--- config.mk ---
export PLATFORM = sky130hd
export DESIGN_NAME = boolean_propose_multi_flip
export DESIGN_NICKNAME = d
export VERILOG_FILES = /design/src/rtl/mcmc_boolean_pkg.sv /design/src/rtl/lfsr16.sv /design/src/rtl/boolean_propose_multi_flip.sv
export SDC_FILE = /design/constraint.sdc
export NUM_CORES = 1
export LEC_CHECK = 0
export CAP_MARGIN = 20
export CORE_MARGIN = 10
export CORE_UTILIZATION = 25
export CTS_BUF_LIST = sky130_fd_sc_hd__clkbuf_16
export DETAILED_ROUTE_END_ITERATION = 10
export GPL_ROUTABILITY_DRIVEN = 0
export PLACE_DENSITY = 0.5
export SLEW_MARGIN = 10
export SYNTH_ARGS = -nofsm -noshare
export SYNTH_HDL_FRONTEND = slang
export SYNTH_SLANG_ARGS = --single-unit
--- constraint.sdc ---
create_clock -name in_clock -period 3 [get_ports in_clock]
set_clock_uncertainty 0.1 [all_clocks]
set_input_delay 0.3 -clock in_clock [delete_from_list [all_inputs] [get_ports in_clock]]
set_output_delay 0.3 -clock in_clock [all_outputs]
set_load 0.02 [all_outputs]
--- src/rtl/mcmc_boolean_pkg.sv ---
// rtl/mcmc_boolean_pkg.sv - shared types and constants for the Boolean proposal unit
package mcmc_boolean_pkg;

    typedef enum logic [1:0] {
        ST_IDLE = 2'd0,
        ST_FLIP = 2'd1,
        ST_DONE = 2'd2
    } state_t;

    // LFSR state after reset and the substitute for an all-zero seed
    localparam logic [15:0] LFSR_RESET = 16'hACE1;

    // Feedback taps for x^16 + x^14 + x^13 + x^11 + 1 (bits 15, 13, 12, 10)
    localparam logic [15:0] LFSR_TAPS = 16'hB400;

    // Random-mode attempt budget is this many candidates per requested flip
    localparam int ATTEMPT_MULT = 4;

    // One Fibonacci step: shift left, feedback is the parity of the tapped bits
    function automatic logic [15:0] lfsr_next(input logic [15:0] value);
        return {value[14:0], ^(value & LFSR_TAPS)};
    endfunction

endpackage

--- src/rtl/lfsr16.sv ---
// rtl/lfsr16.sv - 16-bit Fibonacci LFSR with seed load and gated advance
import mcmc_boolean_pkg::*;

module lfsr16 (
    input  logic        in_clock,
    input  logic        in_reset_n,
    input  logic        in_advance,
    input  logic        in_load,
    input  logic [15:0] in_seed,
    output logic [15:0] out_value
);

    logic [15:0] value;

    // Load has priority; a zero seed would lock the register, so it maps to the reset value
    always_ff @(posedge in_clock or negedge in_reset_n) begin
        if (!in_reset_n) begin
            value <= LFSR_RESET;
        end else if (in_load) begin
            value <= (in_seed == 16'h0000) ? LFSR_RESET : in_seed;
        end else if (in_advance) begin
            value <= lfsr_next(value);
        end
    end

    assign out_value = value;

endmodule

--- src/rtl/boolean_propose_multi_flip.sv ---
// rtl/boolean_propose_multi_flip.sv - Boolean proposal unit: explicit single flip or random multi-flip
import mcmc_boolean_pkg::*;

module boolean_propose_multi_flip #(
    parameter int MAX_BIT_WIDTH_OF_VARIABLES_INDEX = 4,
    parameter int MAX_FLIPS                        = 4,
    parameter int FLIP_COUNT_WIDTH                 = 3
) (
    input  logic                                        in_clock,
    input  logic                                        in_reset_n,
    input  logic                                        in_start,
    input  logic                                        in_mode,
    input  logic [FLIP_COUNT_WIDTH-1:0]                 in_num_flips,
    input  logic [MAX_BIT_WIDTH_OF_VARIABLES_INDEX-1:0] in_variable_to_be_changed_index,
    input  logic [(2**MAX_BIT_WIDTH_OF_VARIABLES_INDEX)-1:0] in_current_assignment_boolean,
    input  logic [(2**MAX_BIT_WIDTH_OF_VARIABLES_INDEX)-1:0] in_frozen_mask,
    input  logic [15:0]                                 in_seed,
    input  logic                                        in_seed_load,
    input  logic                                        in_ack,
    output logic [(2**MAX_BIT_WIDTH_OF_VARIABLES_INDEX)-1:0] out_new_assignment_Boolean,
    output logic [(2**MAX_BIT_WIDTH_OF_VARIABLES_INDEX)-1:0] out_flipped_mask,
    output logic                                        out_short,
    output logic                                        out_valid,
    output logic                                        out_busy
);

    localparam int IW            = MAX_BIT_WIDTH_OF_VARIABLES_INDEX;
    localparam int N             = 2 ** IW;
    localparam int FCW           = FLIP_COUNT_WIDTH;
    localparam int ATTEMPT_LIMIT = ATTEMPT_MULT * MAX_FLIPS;
    localparam int AW            = $clog2(ATTEMPT_LIMIT + 1);

    localparam logic [FCW-1:0] MAX_FLIPS_C     = FCW'(MAX_FLIPS);
    localparam logic [FCW-1:0] ONE_FLIP_C      = FCW'(1);
    localparam logic [AW-1:0]  ATTEMPT_LIMIT_C = AW'(ATTEMPT_LIMIT);
    localparam logic [AW-1:0]  ONE_ATTEMPT_C   = AW'(1);

    state_t          state;
    logic            mode_q;
    logic [IW-1:0]   index_q;
    logic [N-1:0]    assignment_q;
    logic [N-1:0]    frozen_q;
    logic [N-1:0]    mask_q;
    logic [FCW-1:0]  target_q;
    logic [FCW-1:0]  count_q;
    logic [AW-1:0]   attempts_q;
    logic            valid_q;
    logic            busy_q;

    logic [15:0]     lfsr_value;
    logic            unused_lfsr_bits;
    logic [FCW-1:0]  start_target;
    logic [IW-1:0]   candidate;
    logic            accept;
    logic [FCW-1:0]  count_next;
    logic [AW-1:0]   attempts_next;
    logic [AW-1:0]   attempt_limit;
    logic            finish;

    // Only the low index bits pick a candidate
    assign unused_lfsr_bits = ^lfsr_value[15:IW];

    lfsr16 u_lfsr (
        .in_clock   (in_clock),
        .in_reset_n (in_reset_n),
        .in_advance (state == ST_FLIP),
        .in_load    (in_seed_load && (state == ST_IDLE)),
        .in_seed    (in_seed),
        .out_value  (lfsr_value)
    );

    // Flip target latched at start: explicit mode is always one, random mode is clamped to 1..MAX_FLIPS
    always_comb begin
        start_target = in_num_flips;
        if (in_mode) begin
            start_target = ONE_FLIP_C;
        end else if (in_num_flips == '0) begin
            start_target = ONE_FLIP_C;
        end else if (in_num_flips > MAX_FLIPS_C) begin
            start_target = MAX_FLIPS_C;
        end
    end

    // Candidate evaluation for the current FLIP cycle and the exit condition it produces
    always_comb begin
        candidate     = mode_q ? index_q : lfsr_value[IW-1:0];
        accept        = !frozen_q[candidate] && !mask_q[candidate];
        count_next    = count_q + {{(FCW-1){1'b0}}, accept};
        attempts_next = attempts_q + ONE_ATTEMPT_C;
        attempt_limit = mode_q ? ONE_ATTEMPT_C : ATTEMPT_LIMIT_C;
        finish        = (count_next >= target_q) || (attempts_next >= attempt_limit);
    end

    // Proposal FSM: capture on start, one candidate per FLIP cycle, hold result until ack
    always_ff @(posedge in_clock or negedge in_reset_n) begin
        if (!in_reset_n) begin
            state        <= ST_IDLE;
            mode_q       <= 1'b0;
            index_q      <= '0;
            assignment_q <= '0;
            frozen_q     <= '0;
            mask_q       <= '0;
            target_q     <= '0;
            count_q      <= '0;
            attempts_q   <= '0;
            valid_q      <= 1'b0;
            busy_q       <= 1'b0;
        end else begin
            case (state)
                ST_IDLE: begin
                    valid_q <= 1'b0;
                    busy_q  <= 1'b0;
                    if (in_start) begin
                        mode_q       <= in_mode;
                        index_q      <= in_variable_to_be_changed_index;
                        assignment_q <= in_current_assignment_boolean;
                        frozen_q     <= in_frozen_mask;
                        mask_q       <= '0;
                        target_q     <= start_target;
                        count_q      <= '0;
                        attempts_q   <= '0;
                        busy_q       <= 1'b1;
                        state        <= ST_FLIP;
                    end
                end
                ST_FLIP: begin
                    attempts_q <= attempts_next;
                    count_q    <= count_next;
                    if (accept) begin
                        mask_q <= mask_q | (N'(1) << candidate);
                    end
                    if (finish) begin
                        valid_q <= 1'b1;
                        state   <= ST_DONE;
                    end
                end
                ST_DONE: begin
                    if (in_ack) begin
                        valid_q <= 1'b0;
                        busy_q  <= 1'b0;
                        state   <= ST_IDLE;
                    end
                end
                default: begin
                    valid_q <= 1'b0;
                    busy_q  <= 1'b0;
                    state   <= ST_IDLE;
                end
            endcase
        end
    end

    assign out_new_assignment_Boolean = assignment_q ^ mask_q;
    assign out_flipped_mask           = mask_q;
    assign out_short                  = (count_q < target_q);
    assign out_valid                  = valid_q;
    assign out_busy                   = busy_q;

endmodule
==> metrics.cfg <==
[run_status]
outcome = finished with violations
violations = negative setup slack

[power]
p_switching_uw = 2950
switching_share_pct = 38.9
vdd_ir_drop_max_mv = 0.409
p_int_uw = 4630
p_clk_share_pct = 15.6
p_leak_uw = 0.00263
power_frac_seq_pct = 27.2
powerDensity_nw_per_um2 = 1220
p_comb_share_pct = 57.2

[synth]
synth-edff-count = 0
synth_nets = 449
synth_top_area_share_pct = 45.6
synth_ff_type = dfrtp_1
async_flop_share_pct = 100
yosysSeqAreaShare_pct = 50.6
synth_cell_types = 47
yosys.area.top_type = dfrtp_1
syn-cell-area_um2 = 4170
ys_top_cells_by_area = dfrtp_1 (46%), mux2_2 (10%), dfstp_2 (5.0%), nor2_1 (4.1%), xor2_1 (3.6%)
synthCells = 378
ys_ff_latch = 84
ys_warn_count = 0
syn_area_per_cell_um2 = 11.0

[floorplan]
die_w_um = 149
core.rowCount = 47
io_pins = 96
initial_core_util_pct = 25.3
dieArea_um2 = 22300
die_h_um = 149
core-area_um2 = 16500

[clocking]
cts_tree = built
clk_latency_ns = 0.35
clock-sinks = 84
clk_pin_slew_ns = 0.07
cts_root_buf = clkbuf_16
cts_buffers = 9
clock_path_buffers = 2
cts_htree_levels = 3

[layout]
layout.nets = 583
antenna_cells = 0
utilization_pct = 37.7
final_cell_mix = clkdlybuf4s50_1 (94), dfrtp_1 (75), nor2_1 (46), buf_4 (39), mux2_2 (38)
final_design_area_no_fill_um2 = 6200
area_delta_synth_final_pct = 48.7
drive_gt1_share_pct = 28.0
final_common_cell = clkdlybuf4s50_1

[setup_path]
rr_worst_depth = 14
startpoint_type = flip-flop
rr_startpoint = mode_q$_DFFE_PN0P_
required_ns = 3.11
cp_max_fo = 6
r2r-end = state[1]$_DFFE_PN0P_
rrSetupSlack_ns = -0.02
crit_type = flip-flop to flip-flop
worst_setup_path_end_kind = flip-flop
arrival_ns = 3.13

[sta]
slew_headroom_pct = 57.6
timing.final.ws_setup_ns = -0.0247
rsz0062_at_grt = true
fmax_ghz = 0.331
hold_violations = 0
worstMarginPinSlew_ns = 0.634
setup-tns-final_ns = -0.0247
period_share_pct = 101
min_period_ns = 3.02
setup_viol = 1
slew_viol_final = 0

[job]
max_cap_viol_count = 0

[global_route]
grt.total_usage_pct = 11.1
grt_pass1_wl_mm = 19.7
grt_overflow_total = 0
antenna_found_initial = 0
grt_max_degree = 85
grt_pass1_vias = 3614

[place]
portBuffers = 95
placed_cell_area_um2 = 5630
post-dp-hpwl_mm = 8.78
pre_cts_ws_ns = -0.227

[detailed_routing]
drt-initial-drc-count = 167
vias = 3372
drc = 0
wl_per_cell_um = 16.3
vias_per_cell = 4.58
ant_nets = 0
routed_wirelength_mm = 12.0
dr.pass1.iters = 4

[worst_hold_path]
hp-class = primary input to async pin

[worst max-delay path by stage]
stage                                         start                    to  slack, ns  cells past startpoint
detailed placement  u_lfsr.out_value[0]$_DFFE_PN1P_  state[1]$_DFFE_PN0P_      -0.23                     12
finish                           mode_q$_DFFE_PN0P_  state[1]$_DFFE_PN0P_      -0.02                     14
global placement    u_lfsr.out_value[0]$_DFFE_PN1P_  state[1]$_DFFE_PN0P_      -0.12                     12
global route                     mode_q$_DFFE_PN0P_  state[1]$_DFFE_PN0P_      -0.16                     14
CTS                              mode_q$_DFFE_PN0P_  state[1]$_DFFE_PN0P_      -0.04                     14
floorplan                        mode_q$_DFFE_PN0P_  state[1]$_DFFE_PN0P_     -0.004                     14
[stage by stage]
stage                     hold slack (ns)  total power [uW]  cells
after floorplan                   -0.0956              4310    378
after global placement              0.361              5800    711
after detailed placement            0.370              5870    711
after CTS                           0.102              7480    732
after global routing                0.437              8120    737
final                               0.383              7580    737
[flip-flops by register name (all words and copies together), names as in the netlist]
name / cells
count_q: 3
u_lfsr.out_value: 16
assignment_q: 16
state: 2
frozen_q: 16
target_q: 3
index_q: 4
out_valid: 1
mode_q: 1
out_busy: 1
out_flipped_mask: 16
attempts_q: 5
[metal layers]
metal  routed length, um  vias up  track usage (%)
met5                   0        -                0
met4                 153        0             4.07
met3                 639        9             3.40
met2                5520       72             16.8
met1                5730     1672             14.7
li1                    -     1619                -
[critical path: stages, from the launching register on]
cell and delay (ns):
dfrtp_2 0.41, buf_6 0.14, nand3b_4 0.19, a21oi_1 0.12
a2111oi_4 0.36, mux2i_1 0.11, mux2i_1 0.18, ha_2 0.30
inv_2 0.07, ha_4 0.19, nand2b_4 0.14, a21oi_4 0.14
nor2b_4 0.06, a2111oi_4 0.24, o21bai_1 0.13
[cells in the mapped netlist (2+ instances only)]
cell type,count
a2111oi_4,4
a21o_1,2
a21oi_1,14
a21oi_2,4
a22oi_1,9
a31oi_1,16
and2_1,2
buf_2,6
clkbuf_1,7
dfrtp_1,76
dfstp_2,8
ha_1,10
inv_1,4
mux2_2,38
mux2i_1,5
nand2_1,32
nand2b_1,3
nand3_1,4
nand3b_2,2
nor2_1,46
nor2b_1,4
nor3_1,5
nor4_1,4
o21ai_0,20
o22ai_1,7
or2_2,4
or3b_1,2
xnor2_1,5
xor2_1,17
[power by group through the flow]
stage / registers (uW) / logic [uW] / clock network, uW
2_1_floorplan: 2090 / 2230 / 0
3_3_place_gp: 2040 / 3760 / 0
3_5_place_dp: 2060 / 3810 / 0
5_1_grt: 2140 / 4710 / 1280
6_report: 2060 / 4330 / 1180
4_1_cts: 2050 / 4200 / 1220
[cell type report]
| class | instances | area (um2) |
|---|---|---|
| clock buffer | 9 | 225 |
| clock inverter | 7 | 91.3 |
| fill | 1637 | 10300 |
| inverter | 4 | 15.0 |
| multi-input combinational | 273 | 2150 |
| sequential | 84 | 2110 |
| tap | 220 | 275 |
| timing repair buffer | 140 | 1340 |
[cells by family after synthesis]
family / Yosys count / share of synthesized area (%)
flip-flops: 84 / 50.6
AO/OA/AOI/OAI: 84 / 15.1
adder cells (fa/ha/maj): 10 / 3.00
XOR/XNOR: 22 / 4.62
multiplexers: 44 / 11.8
buffers and inverters: 21 / 2.37
AND/OR/NAND/NOR: 113 / 12.5
[what timing repair did]
item                       CTS  global route
hold buffers                 0             1
setup buffers                5             3
resized for setup           23             9
hold endpoints to repair     0            40
setup endpoints to repair    3             3
pin swaps                    1             3
No activity file was read; power rests on OpenSTA's default activity.
